--- src/rtl/user_word_sequencer.sv ---
// user_word_sequencer
// Latches a decoded user-word count on frame start, then moves exactly that
// many words from the source stream to the sink stream through one output
// register stage. The final word is tagged, and done pulses when the frame
// completes.
//
// Handshake semantics (both sides): a word moves on a rising edge where
// valid && ready are both high. A producer holds valid and its data stable
// until that edge, and valid never depends on ready. The source side here is
// the consumer (o_word_ready). The sink side here is the producer
// (o_user_valid / o_user_data / o_word_idx / o_user_last).
module user_word_sequencer #(
    parameter int DATA_W = 32,
    parameter int CNT_W  = 4
) (
    input  logic              i_clk,
    input  logic              i_rst,
    input  logic              i_start,
    input  logic [CNT_W-1:0]  i_user_word_count,
    input  logic [DATA_W-1:0] i_word_data,
    input  logic              i_word_valid,
    output logic              o_word_ready,
    output logic [DATA_W-1:0] o_user_data,
    output logic              o_user_valid,
    input  logic              i_user_ready,
    output logic              o_user_last,
    output logic [CNT_W-1:0]  o_word_idx,
    output logic              o_busy,
    output logic              o_done,
    output logic              o_err_overlap,
    output logic [1:0]        o_dbg_state,
    output logic [CNT_W-1:0]  o_dbg_snd_cnt
);

    typedef enum logic [1:0] {
        S_IDLE = 2'd0,
        S_RUN  = 2'd1,
        S_DONE = 2'd2
    } state_t;

    state_t r_state;
    state_t w_state_nxt;

    // Frame bookkeeping.
    logic [CNT_W-1:0] r_n;
    logic [CNT_W-1:0] r_acc_cnt;
    logic [CNT_W-1:0] r_snd_cnt;

    // Output register stage.
    logic [DATA_W-1:0] r_user_data;
    logic              r_user_valid;
    logic              r_user_last;
    logic [CNT_W-1:0]  r_word_idx;
    logic              r_err_overlap;

    logic w_start_acc;
    logic w_word_ready;
    logic w_src_xfer;
    logic w_snk_xfer;
    logic w_last_load;

    // The start pulse is acted on only in IDLE. The register may refill on the
    // same cycle it drains, which gives full throughput. The acc_cnt < n term
    // keeps the block from ever taking more than n words, so the counters
    // never wrap.
    assign w_start_acc  = (r_state == S_IDLE) && i_start;
    assign w_word_ready = (r_state == S_RUN) && (r_acc_cnt < r_n) &&
                          (!r_user_valid || i_user_ready);
    assign w_src_xfer   = i_word_valid && w_word_ready;
    assign w_snk_xfer   = r_user_valid && i_user_ready;
    assign w_last_load  = (r_acc_cnt == (r_n - CNT_W'(1)));

    // State register.
    always_ff @(posedge i_clk or posedge i_rst) begin
        if (i_rst) begin
            r_state <= S_IDLE;
        end else begin
            r_state <= w_state_nxt;
        end
    end

    // Next-state logic. An empty frame goes straight to DONE. A running frame
    // ends when the tagged last word leaves the sink side.
    always_comb begin
        w_state_nxt = r_state;
        case (r_state)
            S_IDLE: begin
                if (i_start) begin
                    if (i_user_word_count == '0) begin
                        w_state_nxt = S_DONE;
                    end else begin
                        w_state_nxt = S_RUN;
                    end
                end
            end
            S_RUN: begin
                if (w_snk_xfer && r_user_last) begin
                    w_state_nxt = S_DONE;
                end
            end
            S_DONE: begin
                w_state_nxt = S_IDLE;
            end
            default: begin
                w_state_nxt = S_IDLE;
            end
        endcase
    end

    // Latch the frame length on an accepted start. Count accepted and sent words.
    always_ff @(posedge i_clk or posedge i_rst) begin
        if (i_rst) begin
            r_n       <= '0;
            r_acc_cnt <= '0;
            r_snd_cnt <= '0;
        end else if (w_start_acc) begin
            r_n       <= i_user_word_count;
            r_acc_cnt <= '0;
            r_snd_cnt <= '0;
        end else begin
            if (w_src_xfer) begin
                r_acc_cnt <= r_acc_cnt + CNT_W'(1);
            end
            if (w_snk_xfer) begin
                r_snd_cnt <= r_snd_cnt + CNT_W'(1);
            end
        end
    end

    // Output register: load on a source transfer and drain on a sink transfer.
    // Otherwise hold, which keeps data, index and last stable during a stall.
    always_ff @(posedge i_clk or posedge i_rst) begin
        if (i_rst) begin
            r_user_data  <= '0;
            r_user_valid <= 1'b0;
            r_user_last  <= 1'b0;
            r_word_idx   <= '0;
        end else if (w_src_xfer) begin
            r_user_data  <= i_word_data;
            r_user_valid <= 1'b1;
            r_user_last  <= w_last_load;
            r_word_idx   <= r_acc_cnt;
        end else if (w_snk_xfer) begin
            r_user_valid <= 1'b0;
            r_user_last  <= 1'b0;
        end
    end

    // Flag a start pulse that arrives while a frame is still in progress.
    always_ff @(posedge i_clk or posedge i_rst) begin
        if (i_rst) begin
            r_err_overlap <= 1'b0;
        end else begin
            r_err_overlap <= i_start && (r_state != S_IDLE);
        end
    end

    assign o_word_ready  = w_word_ready;
    assign o_user_data   = r_user_data;
    assign o_user_valid  = r_user_valid;
    assign o_user_last   = r_user_last;
    assign o_word_idx    = r_word_idx;
    assign o_busy        = (r_state != S_IDLE);
    assign o_done        = (r_state == S_DONE);
    assign o_err_overlap = r_err_overlap;
    assign o_dbg_state   = r_state;
    assign o_dbg_snd_cnt = r_snd_cnt;

endmodule

--- config.mk ---
export PLATFORM = sky130hd
export DESIGN_NAME = user_word_sequencer
export DESIGN_NICKNAME = d
export VERILOG_FILES = /design/src/rtl/user_word_sequencer.sv
export SDC_FILE = /design/constraint.sdc
export NUM_CORES = 1
export LEC_CHECK = 0
export CORE_ASPECT_RATIO = 1.75
export CORE_UTILIZATION = 41
export CTS_BUF_LIST = sky130_fd_sc_hd__clkbuf_8
export CTS_CLUSTER_SIZE = 16
export DETAILED_ROUTE_END_ITERATION = 8
export PLACE_DENSITY = 0.87
export SKIP_CTS_REPAIR_TIMING = 1
export SYNTH_ARGS = -nofsm -noshare
export SYNTH_HDL_FRONTEND = slang
export SYNTH_SLANG_ARGS = --single-unit
--- constraint.sdc ---
create_clock -name i_clk -period 1.9 [get_ports i_clk]
set_input_delay 0.38 -clock i_clk [delete_from_list [all_inputs] [get_ports i_clk]]
set_output_delay 0.38 -clock i_clk [all_outputs]
set_load 0.005 [all_outputs]
==> results of run 1 <==
[worst register-to-register path, cell delays in order (launching register included)]
cell	delay, ns
sky130_fd_sc_hd__dfrtp_1	0.43
sky130_fd_sc_hd__inv_2	0.09
sky130_fd_sc_hd__ha_4	0.19
sky130_fd_sc_hd__nor2b_4	0.12
sky130_fd_sc_hd__o31a_1	0.33
sky130_fd_sc_hd__buf_6	0.14
sky130_fd_sc_hd__nor2_4	0.12
sky130_fd_sc_hd__buf_6	0.16
sky130_fd_sc_hd__clkbuf_16	0.16
sky130_fd_sc_hd__mux2_4	0.31
[per-stage QoR]
step | total power, mW | setup TNS, ns | hold slack, ns | worst slack (ns) | area (um2)
after floorplan | 3.57 | -1.09 | 0.483 | -0.0641 | 2330
after global placement | 5.08 | -15.56 | 0.488 | -0.412 | 3460
after detailed placement | 5.20 | -16.16 | 0.495 | -0.445 | 3460
after CTS | 5.90 | -8.00 | 0.396 | -0.769 | 3550
after global routing | 6.92 | -10.85 | 0.436 | -0.308 | 3810
final | 6.55 | -8.82 | 0.378 | -0.250 | 3810
[flip-flops by register name, summed over array words and instances (netlist names)]
register and count:
o_user_last 1, r_acc_cnt 4, o_dbg_snd_cnt 4, o_user_data 32, o_word_idx 4, o_user_valid 1
r_n 4, o_err_overlap 1, o_dbg_state 2
[routing by layer]
layer,up-vias,routed length (um)
met3,16,189
met4,0,212
met1,935,2180
met2,59,3660
li1,859,-
met5,-,0
[area by class of cell]
class / instances / area [um2]
clock inverters: 3 / 26.3
clock buffers: 5 / 68.8
inverters: 7 / 26.3
repair buffers: 125 / 1240
multi-input cells: 109 / 1030
well taps: 74 / 92.6
flip-flops and latches: 53 / 1330
fillers: 408 / 1530
[placed cells by master, fill, tap and decap left out, types with 2 or more instances in the layout]
master / count
sky130_fd_sc_hd__clkdlybuf4s50_1: 84
sky130_fd_sc_hd__dfrtp_1: 53
sky130_fd_sc_hd__buf_4: 28
sky130_fd_sc_hd__mux2_4: 19
sky130_fd_sc_hd__mux2_2: 17
sky130_fd_sc_hd__nand2_1: 11
sky130_fd_sc_hd__o21ai_0: 7
sky130_fd_sc_hd__nor2_1: 6
sky130_fd_sc_hd__xnor2_1: 6
sky130_fd_sc_hd__clkbuf_8: 5
sky130_fd_sc_hd__buf_6: 5
sky130_fd_sc_hd__inv_2: 4
sky130_fd_sc_hd__a21oi_1: 4
sky130_fd_sc_hd__nand3_1: 4
sky130_fd_sc_hd__ha_1: 4
sky130_fd_sc_hd__inv_1: 3
sky130_fd_sc_hd__ha_4: 3
sky130_fd_sc_hd__dlymetal6s2s_1: 3
sky130_fd_sc_hd__or2_2: 2
sky130_fd_sc_hd__and2_1: 2
sky130_fd_sc_hd__nor2b_1: 2
sky130_fd_sc_hd__xor2_1: 2
sky130_fd_sc_hd__o31ai_1: 2
sky130_fd_sc_hd__mux2i_1: 2
sky130_fd_sc_hd__clkinvlp_4: 2
sky130_fd_sc_hd__clkbuf_16: 2
sky130_fd_sc_hd__buf_12: 2
[worst paths after layout]
kind                           startpoint          endpoint  slack (ns)  cells past startpoint
min                                 i_rst   o_user_data[18]        0.38                      2
max in group asynchronous           i_rst   o_user_data[21]        0.99                      3
max reg2reg                        r_n[1]   o_user_data[16]       -0.25                      9
min in group i_clk           i_user_ready  o_dbg_snd_cnt[1]        0.43                      4
max                                r_n[1]   o_user_data[16]       -0.25                      9
min reg2reg                o_user_data[1]    o_user_data[1]        0.51                      1
[kinds of logic after synthesis]
| family | after synthesis | synth area share, % |
|---|---|---|
| xor gates and xnor gates | 8 | 3.05 |
| adders and majority gates | 7 | 3.81 |
| muxes | 38 | 18.5 |
| DFF | 53 | 57.7 |
| AOI/OAI and AO/OA | 17 | 4.35 |
| buffers and inverters | 13 | 3.59 |
| and+or+nand+nor | 39 | 9.03 |
[report_power, final]
| part | total [mW] | internal (mW) | switching [mW] |
|---|---|---|---|
| combinational | 3.89 | 2.51 | 1.38 |
| clock | 0.679 | 0.269 | 0.410 |
| sequential | 1.99 | 1.66 | 0.329 |
| total | 6.55 | 4.44 | 2.12 |
==> metrics, run 1 <==
outcome=finished with violations; violations in the final reports=setup timing; unrepaired setup endpoints after global routing=true; Final Slew Violations=0; post-detailed-route wirelength per cell=approximately 17 um; post-synthesis cell area=about 2300 um2; critical path data arrival time=between 2 and 2.5 ns; number of maximum-capacitance violations=0; Data required, critical path=2.11 ns; deepest level of the CTS H-tree=2; leading cell types by total area after synthesis=sky130_fd_sc_hd__dfrtp_1 58%, sky130_fd_sc_hd__mux2_2 18%, sky130_fd_sc_hd__ha_1 3.8%, sky130_fd_sc_hd__xnor2_1 2.3%, sky130_fd_sc_hd__nand2_1 1.8%; grt ovf=0; CTS Sinks=53; I/O pin count=89; area share of the leading cell type in the synthesized netlist=57.7%; Hold/Removal Path Class=in -> async; Synth Net Count=approximately 220; layout cell share with drive strength beyond 1=32.5%; peak clock frequency supported by timing=~470 MHz; average cell area after synthesis=about 13 um2; first-pass GRT wire length=approximately 8.5 mm; ANT cells=0; GRT Util Overall=a little under a fifth; latest clock arrival within the worst-skew pair=0.32 ns; largest net degree at the start of global routing=24; std cell rows=35; M2 GR Usage=36.4%; endpoint type of the worst setup path=flop; largest area contributor in the synthesized netlist=sky130_fd_sc_hd__dfrtp_1; slew of the pin with the lowest slew margin=approximately 0.55 ns; total leakage power=between 1.5 and 2 nW; non-filler cells, final=about 380; worst relative slew slack=between 60 and 70%; synth cell count leaders=53 x sky130_fd_sc_hd__dfrtp_1, 36 x sky130_fd_sc_hd__mux2_2, 11 x sky130_fd_sc_hd__nand2_1; vias after detailed routing=about 1,900; Setup CP Type=reg -> reg; sequential-to-total area share from yosys stat=between 50 and 60%; final count of hold timing violations=0; Reg clk slew, reported paths=approximately 0.11 ns; met3 usage=between 2 and 3%; VDD IR max=0.000898 V; CTS Buf Count=5; cell family with the largest share of critical-path delay=buffers and inverters; Port Buffers=88; number of global-route vias before repair=1,839; dpl hpwl=around 4.2 mm; cell with the largest stage delay on the worst path=sky130_fd_sc_hd__dfrtp_1; cell occurring most often along the worst timing path=sky130_fd_sc_hd__buf_6; Longest Clk Path Bufs=2; final core area utilization=a little under three quarters; met1 demand-to-capacity share in global routing=20.6%; total wire length=6.24 mm; First DRT Iteration DRCs=70; Critical Path Max Stage Delay=between 0.4 and 0.5 ns; proportion of synthesized flip-flops having asynchronous set or reset=100%; Die Width=58.6 um; initial antenna violation count=0; TritonCTS clock tree=yes; busiest layer in global routing=met2; standard cell core area=5340 um2; clock root cell=sky130_fd_sc_hd__clkbuf_8; Crit path buffers/inverters=4; synthesis-to-finish area growth=65.8%; final setup violating endpoints=40; Vias per Instance=4.97; kind of start point of the critical path=flop; post-route fraction of the period consumed by the critical path=113%; final weighted congestion of routability-driven global placement=approximately 0.81; critical path fanouts, max=6; number of iterations in the first detailed-routing pass=4; most used flip-flop cell after synthesis=sky130_fd_sc_hd__dfrtp_1; Post-DRT Antenna Nets=0; Synth Register Bits=53; Die Ht=about 100 um; Cell variety after synth=31; YS warnings=0; Final nets=around 350; power density cells=roughly 1700 nW/um2; clk_skew=0.0122 ns; number of flops mapped to enable cells by yosys=0; slack of the critical path=-0.250 ns; Initial Utilization=43.0%; number of instances in the synthesized netlist=175; placed cell count=roughly 360; clock period minus final worst setup slack=~2.1 ns; list of cells traversed by the critical path=inv_2 > ha_4 > nor2b_4 > o31a_1 > buf_6 > nor2_4 > buf_6 > clkbuf_16 > mux2_4; die area=5920 um2; count of unresolved DRC violations after routing=0; most repeated cell in the gate-level netlist after synthesis=sky130_fd_sc_hd__dfrtp_1
No activity file was read; power rests on OpenSTA's default activity.
==> run 2, diff against run 1 <==
CTS_CLUSTER_SIZE = 14   (was 16)
PLACE_DENSITY = 0.77   (was 0.87)
==> run 2 against run 1 <==
Against the previous run: the flow still finishes with violations (setup timing); via count fell by 3.3%; sequential cell count did not move; clock skew fell by 0.0066 ns; register-to-register slack improved by 0.09 ns; sequential share of layout area fell by 0.68 points; hold slack got worse by 0.014 ns; clock-buffer cell count rose by 1; first-iteration DRC count fell by 31%; setup slack improved by 0.086 ns; critical path type is now reg -> out; critical endpoint is now o_word_ready.
==> metrics, run 2 (same netlist as run 1, synthesis figures left out) <==
post-detailed-route wirelength per cell=16.2 um (-2.7%); Fin Hold WS=0.364 ns (-0.0137 ns); deepest level of the CTS H-tree=2 (unchanged); VDD IR max=0.00124 V (+38%); Initial Utilization=43.0% (unchanged); standard cell core area=5340 um2 (unchanged); final weighted congestion of routability-driven global placement=0.785 (-3.2%); clock root cell=sky130_fd_sc_hd__clkbuf_8; pre-CTS setup slack=-0.484 ns (-0.0394 ns); Reg clk slew, reported paths=0.10 ns (about the same); worst relative slew slack=69.4% (+6.7 points); Port Buffers=88 (unchanged); I/O pin count=89 (unchanged); power density cells=1760 nW/um2 (+2.7%); clock period minus final worst setup slack=2.06 ns (-0.0861 ns); cell with the largest stage delay on the worst path=sky130_fd_sc_hd__dfrtp_1; number of flip-flops in the largest register=32 (unchanged); grt ovf=0 (unchanged); slack of the critical path=-0.164 ns (+0.0861 ns); most common cell after layout, fill and taps aside=sky130_fd_sc_hd__clkdlybuf4s50_1; number of maximum-capacitance violations=0 (unchanged); largest net degree at the start of global routing=39 (+63%); CTS Buf Count=5 (unchanged); post-route fraction of the period consumed by the critical path=109% (-4.5 points); layout cell share with drive strength beyond 1=31.1% (-1.3 points); synthesis-to-finish area growth=69.2%; ANT cells=0 (unchanged); slew of the pin with the lowest slew margin=0.455 ns (-0.0994 ns); die area=5920 um2 (unchanged); dpl hpwl=3.89 mm (-6.4%); cell family with the largest share of critical-path delay=flip-flops; unrepaired setup endpoints after global routing=true; endpoint type of the worst setup path=output port; critical path fanouts, max=3 (-3); Longest Clk Path Bufs=2 (unchanged); total leakage power=1.75 nW (+3.0%); Final Slew Violations=0 (unchanged); std cell rows=35 (unchanged); Die Ht=101 um (unchanged); commonest non-fill, non-tap cells in the layout=85 x sky130_fd_sc_hd__clkdlybuf4s50_1, 53 x sky130_fd_sc_hd__dfrtp_1, 36 x sky130_fd_sc_hd__mux2_4; Hold/Removal Path Class=in -> async; Data required, critical path=1.52 ns (-0.59 ns); CTS Sinks=53 (unchanged); Post-DRT Antenna Nets=0 (unchanged); list of cells traversed by the critical path=inv_2 > ha_4 > nor2b_4 > o31a_1 > nor4_2 > buf_2; total wire length=6.03 mm (-3.5%); peak clock frequency supported by timing=485 MHz (+4.2%); Final TNS setup=-5.24 ns (+3.58 ns); violations in the final reports=setup timing; clk_skew=0.00559 ns (-0.00663 ns); final setup violating endpoints=39 (-2.5%); area used by sequential logic in the layout=1330 um2 (unchanged); number of global-route vias before repair=1,830 (-0.49%); kind of start point of the critical path=flop; outcome=finished with violations; critical path data arrival time=1.68 ns (-0.68 ns); Crit path buffers/inverters=2 (-2); GRT Util Overall=18.8% (-0.35 points); TritonCTS clock tree=yes; final count of hold timing violations=0 (unchanged); fill count=354 (-13%); vias after detailed routing=1,808 (-3.3%); Vias per Instance=4.85 (-2.5%); number of iterations in the first detailed-routing pass=4 (unchanged); first-pass GRT wire length=8.38 mm (-1.7%); First DRT Iteration DRCs=48 (-31%); count of unresolved DRC violations after routing=0 (unchanged); initial antenna violation count=0 (unchanged); latest clock arrival within the worst-skew pair=0.30 ns (-0.02 ns); Critical Path Max Stage Delay=0.40 ns (-0.03 ns); area used by multi-input combinational logic=1080 um2 (+5.0%); Final nets=346 (-0.86%); Setup CP Type=reg -> out; Die Width=58.6 um (unchanged)
run 2: cell types whose count changed in the layout (fill, tap and decap cells not counted), moves of 2 or more:
| cell | delta |
|---|---|
| sky130_fd_sc_hd__mux2_2 | -17 |
| sky130_fd_sc_hd__buf_4 | -3 |
| sky130_fd_sc_hd__buf_12 | +2 |
| sky130_fd_sc_hd__buf_6 | -4 |
| sky130_fd_sc_hd__mux2_4 | +17 |
| sky130_fd_sc_hd__buf_8 | +2 |
run 2: worst reg2reg max path: stages, from the launching register on:
cell	delay (ns)
sky130_fd_sc_hd__dfrtp_1	0.43
sky130_fd_sc_hd__ha_4	0.19
sky130_fd_sc_hd__or4b_4	0.57
sky130_fd_sc_hd__nor2_4	0.15
sky130_fd_sc_hd__buf_12	0.15
sky130_fd_sc_hd__clkbuf_16	0.17
sky130_fd_sc_hd__mux2_4	0.30
run 2: where the power goes:
group | leakage, nW | internal [mW] | switching [mW]
combinational | 1.05 | 2.69 | 1.39
sequential | 0.644 | 1.66 | 0.328
clock | 0.0574 | 0.429 | 0.365
total | 1.75 | 4.78 | 2.08
run 2: layer usage:
metal  up-vias  track usage (%)  part of all wire (%)  wire length (um)
li1        851                -                     -                 -
met1       905             21.6                    40              2420
met2        45             34.8                    55              3330
met3         7             2.31                   2.8               166
met4         0             6.78                   1.8               106
met5         -                0                     0                 0
run 2: per-stage QoR:
step | power, mW | util (%) | std cells | instance area [um2]
5_1_grt | 7.26 | 72.8 | 373 | 3890
3_3_place_gp | 5.04 | 64.3 | 353 | 3430
3_5_place_dp | 5.14 | 64.3 | 353 | 3430
6_report | 6.86 | 72.8 | 373 | 3890
2_1_floorplan | 3.57 | - | 175 | 2330
4_1_cts | 5.96 | 66.5 | 361 | 3550
run 2: layout make-up:
cell class,instances,share of cell area (%)
Clock buffer,6,2.12
Clock inverter,2,0.965
Inverter,7,0.675
Multi-Input combinational cell,109,27.9
Sequential cell,53,34.1
Tap cell,74,2.38
Timing Repair Buffer,122,31.9
run 2: final timing paths:
check                      depth (start not counted)            from  slack, ns               end
min in group i_clk                                 4    i_user_ready       0.43  o_dbg_snd_cnt[1]
hold / removal                                     2           i_rst       0.36   o_user_data[30]
hold reg to reg                                    1  o_user_data[4]       0.52    o_user_data[4]
setup reg to reg                                   6    r_acc_cnt[3]      -0.16   o_user_data[28]
max in group asynchronous                          3           i_rst       1.01  o_dbg_snd_cnt[0]
setup / recovery                                   6          r_n[1]      -0.16      o_word_ready
==> RTL edit 1 (config.mk and constraints of run 2) <==
`DATA_W`: 32 -> 16.
--- a/src/rtl/user_word_sequencer.sv
+++ b/src/rtl/user_word_sequencer.sv
@@ -10,7 +10,7 @@
 // the consumer (o_word_ready). The sink side here is the producer
 // (o_user_valid / o_user_data / o_word_idx / o_user_last).
 module user_word_sequencer #(
-    parameter int DATA_W = 32,
+    parameter int DATA_W = 16,
     parameter int CNT_W  = 4
 ) (
     input  logic              i_clk,
Ports: changed (resized i_word_data and o_user_data); port bits go from 89 to 57. No check against the original RTL was run, so the function may have changed too.
==> RTL edit 1 against run 2 <==
The flow still finishes with violations (setup timing); sequential cell count down 16; power down 36%; cell count down 28%; wire length down 31%; worst setup slack worse by 0.088 ns; final area down 33%; via count down 25%; synthesized area down 27%; synthesized cell count down 19%; largest power group unchanged.
==> RTL edit 1: results (changes against run 2) <==
clk root buf clkbuf_8; final setup fails 22 (-44%); Sum Neg Setup Slack -2.604 ns (+2.634 ns); vias in the first global route 1443 (-21%); Total Routing Usage GR 20.53% (+1.7 points); Largest register FFs 16 (-50%); actual slew at the worst max-slew pin 0.3726 ns (-0.08285 ns); # diodes 0 (unchanged); Total Nets Final 251 (-27%); share of post-route cells with drive strength above 1 25.45% (-5.6 points); via count 1349 (-25%); failing checks setup timing; worst path required time 1.52 ns (about the same); Placement Setup Slack -0.4186 ns (+0.06534 ns); Synth warnings 0 (unchanged); clk buf depth 2 (unchanged); Cells after Synth 141 (-19%); Peak VDD IR 0.001207 V (-2.6%); post-synthesis sequential area ratio 54.94% (-2.7 points); final WL 4137 um (-31%); largest net degree at the start of global routing 34 (-13%); Clock transition at path regs 0.07 ns (-0.03 ns); Synthesized Nets 173 (-22%); RD Place Congestion 0.8792 (+12%); DR iter-0 viols 36 (-25%); Leak 1.170 nW (-33%); Worst path max stage delay 0.39 ns; clock buffer count from CTS 5 (unchanged); DP HPWL 2974 um (-24%); Clock Skews 0.007294 ns (+0.001703 ns); initial antenna violation count 0 (unchanged); Tightest Hold Check Type input pin to asynchronous set/reset pin; worst-path fanout max 2 (-1); Vias/cell 5.034 (+3.8%); clock latency on the worst-skew pair 0.29 ns; first-pass detailed-route iteration total 4 (unchanged); Inst Count DP 259 (-27%); status complete, but fails checks; post-route setup slack -0.2516 ns (-0.08775 ns); Synth top cells by count 37 x dfrtp_1, 20 x mux2_2, 11 x nand2_1; Hold Vio Cnt, Final 0 (unchanged); crit path max-delay cell type dfrtp_1; Yosys cell types 29 (-6.5%); first-pass GRT wire length 6624 um (-21%); Synth area leaders dfrtp_1 55%, mux2_2 13%, ha_1 5.2%; PortBufs 56 (-36%); htree depth 2 (unchanged); Async SR Flop Fraction 100.0% (unchanged)
[RTL edit 1: cell count changes in the layout (fill, tap and decap cells not counted), sizes merged, moves of 2 or more]
cell           before  now
buf                33   20
clkbuf              8    6
clkdlybuf4s50      85   53
mux2               36   20
dfrtp              53   37
[RTL edit 1: area by class of cell]
| type | instances | area (um^2) |
|---|---|---|
| multi-input cells | 93 | 753.2 |
| flip-flops and latches | 37 | 925.9 |
| inverters | 7 | 26.28 |
| clock inverters | 2 | 33.78 |
| clock buffers | 6 | 82.58 |
| well taps | 48 | 60.06 |
| repair buffers | 75 | 732.0 |
| fillers | 324 | 1290 |
[RTL edit 1: kinds of logic (layout without fill, tap and decap cells)]
family / after synthesis / count (layout) / synth area share [%]
compound gates: 17 / 17 / 5.939
xor+xnor: 8 / 8 / 4.158
fa+ha+maj: 7 / 7 / 5.196
buf+inv: 11 / 90 / 2.896
flops: 37 / 37 / 54.94
mux: 22 / 22 / 14.55
simple gates: 39 / 39 / 12.32
[RTL edit 1: path summary, 6_finish.rpt]
| check | startpoint | to | slack (ns) | depth (start not counted) |
|---|---|---|---|---|
| max in group asynchronous | i_rst | r_n[1] | 1.13 | 3 |
| max | r_n[1] | o_word_ready | -0.25 | 6 |
| min in group i_clk | o_user_data[0] | o_user_data[0] | 0.51 | 1 |
| min reg2reg | o_user_data[0] | o_user_data[0] | 0.51 | 1 |
| max reg2reg | r_n[1] | o_user_data[2] | -0.13 | 8 |
| min | i_rst | o_user_data[2] | 0.32 | 2 |
[RTL edit 1: per-stage QoR]
stage / total power, mW / cell area [um^2]
6_report: 4.412 / 2614
5_1_grt: 4.727 / 2614
4_1_cts: 4.353 / 2572
3_5_place_dp: 3.631 / 2456
3_3_place_gp: 3.534 / 2456
2_1_floorplan: 2.494 / 1705
[RTL edit 1: worst max-delay path: cells and delay by family, from the launching register on]
kind	cells	cell delay (ns)
adder cells (fa/ha/maj)	1	0.20
AO/OA/AOI/OAI	1	0.32
buffers and inverters	2	0.26
flip-flops	1	0.39
AND/OR/NAND/NOR	2	0.33
[RTL edit 1: per-layer routing]
layer	vias up	part of all wire (%)	wire [um]	GRT usage, %
met5	-	0	0	0
met4	0	1.5	63	9.091
met3	7	3.0	123	3.333
met2	24	56	2330	36.73
met1	671	39	1619	23.44
li1	647	-	-	-
[RTL edit 1: power breakdown]
group / switching, mW / internal [mW]
registers: 0.217 / 1.14
clock network: 0.267 / 0.422
logic: 0.924 / 1.44
==> RTL edit 2 (flow settings as in run 2) <==
Without the edit above. The output `o_err_overlap` loses its register stage (`r_err_overlap` becomes a continuous assignment).
--- a/src/rtl/user_word_sequencer.sv
+++ b/src/rtl/user_word_sequencer.sv
@@ -147,13 +147,7 @@
     end
 
     // Flag a start pulse that arrives while a frame is still in progress.
-    always_ff @(posedge i_clk or posedge i_rst) begin
-        if (i_rst) begin
-            r_err_overlap <= 1'b0;
-        end else begin
-            r_err_overlap <= i_start && (r_state != S_IDLE);
-        end
-    end
+    assign r_err_overlap = i_start && (r_state != S_IDLE);
 
     assign o_word_ready  = w_word_ready;
     assign o_user_data   = r_user_data;
Function: changed (Yosys sat finds a counterexample within 4 cycles, from zero or initial values and one cycle with i_rst high).
==> RTL edit 2 against run 2 <==
The run still ends with setup timing left; sequential cell count decreased by 1; wire length is 0.25% lower; cell count fell by 0.27%; final area is 2.7% lower; critical path depth is 3 higher; synthesized area down 1.1%; worst setup slack worse by 0.037 ns; non-clock buffer count is the same; via count rose by 1.2%; sequential power fell by 2%; synthesized cell count down 0.57%; maximum frequency is 1.8% lower; power down 3.5%; largest cell class unchanged; largest power group unchanged.
==> RTL edit 2: results (changes against run 2) <==
Leak 1.692 nW (-3.5%); P_clk 763 uW (-3.9%); largest net degree at the start of global routing 53 (+36%); Post-Synth XOR/XNOR Area 3.080% (+0.034 points); Total Routing Usage GR 19.37% (+0.56 points); Synth Area in Adders 3.850% (+0.042 points); status complete, but fails checks; failing checks setup timing; dpl cell area 3417 um^2 (-0.51%); post-route setup slack -0.2011 ns (-0.03729 ns); RD Place Congestion 0.7664 (-2.3%); Clock Skews 0.005859 ns (+0.0002686 ns); cell count of the worst reg-to-reg path 9 (+3); vias in the first global route 1882 (+2.8%); post-synthesis sequential area ratio 57.21% (-0.47 points); Switching Share 31.12% (+0.78 points); CP delay by family, top buffers and inverters; worst-path fanout max 10 (+7); share of post-route cells with drive strength above 1 31.54% (+0.44 points); actual slew at the worst max-slew pin 0.4389 ns (-0.01661 ns); Synth area leaders dfrtp_1 57%, mux2_2 18%, ha_1 3.9%; via count 1830 (+1.2%); final setup fails 40 (+2.6%); critical path arrival 2.30 ns (+0.62 ns); Crit Reg-Reg Endpoint o_user_data[13]
RTL edit 2: layout make-up:
class | count | area (um^2) | share of cell area [%]
timing repair buffer | 122 | 1216 | 32.12
inverter | 7 | 26.28 | 0.6940
multi-input combinational | 109 | 1039 | 27.43
clock inverter | 3 | 42.54 | 1.124
clock buffer | 5 | 68.82 | 1.818
sequential | 52 | 1301 | 34.37
tap | 74 | 92.59 | 2.445
RTL edit 2: how the worst max path moves through the flow:
| stage | end | startpoint | cells after the start | slack (ns) |
|---|---|---|---|---|
| finish | o_user_data[13] | r_n[1] | 9 | -0.20 |
| floorplan | o_user_data[13] | r_acc_cnt[1] | 7 | -0.06 |
| global route | o_word_ready | r_n[1] | 6 | -0.26 |
| detailed placement | o_user_data[5] | i_user_ready | 6 | -0.44 |
| CTS | o_word_ready | r_n[1] | 6 | -0.73 |
| global placement | o_user_data[11] | i_user_ready | 6 | -0.42 |
RTL edit 2: through the flow:
stage	hold slack (ns)	power [mW]	cells	TNS, ns	utilization [%]
after global routing	0.4467	6.990	372	-8.653	71.45
after detailed placement	0.4946	5.138	353	-16.54	64.49
after global placement	0.4878	5.041	353	-16.33	64.49
after CTS	0.4401	5.909	361	-7.359	66.59
final	0.4170	6.621	372	-6.330	71.45
after floorplan	0.4833	3.546	174	-1.086	-
RTL edit 2: metal layers:
metal | up-vias | track usage (%) | part of all wire, %
met1 | 922 | 22.69 | 38
li1 | 845 | - | -
met2 | 49 | 35.54 | 57
met4 | 0 | 6.227 | 2.7
met3 | 14 | 2.696 | 2.7
met5 | - | 0 | 0
RTL edit 2: worst min-delay path, cell delays in order:
cell             delay (ns)
clkdlybuf4s50_1        0.41
inv_2                  0.07
buf_12                 0.25
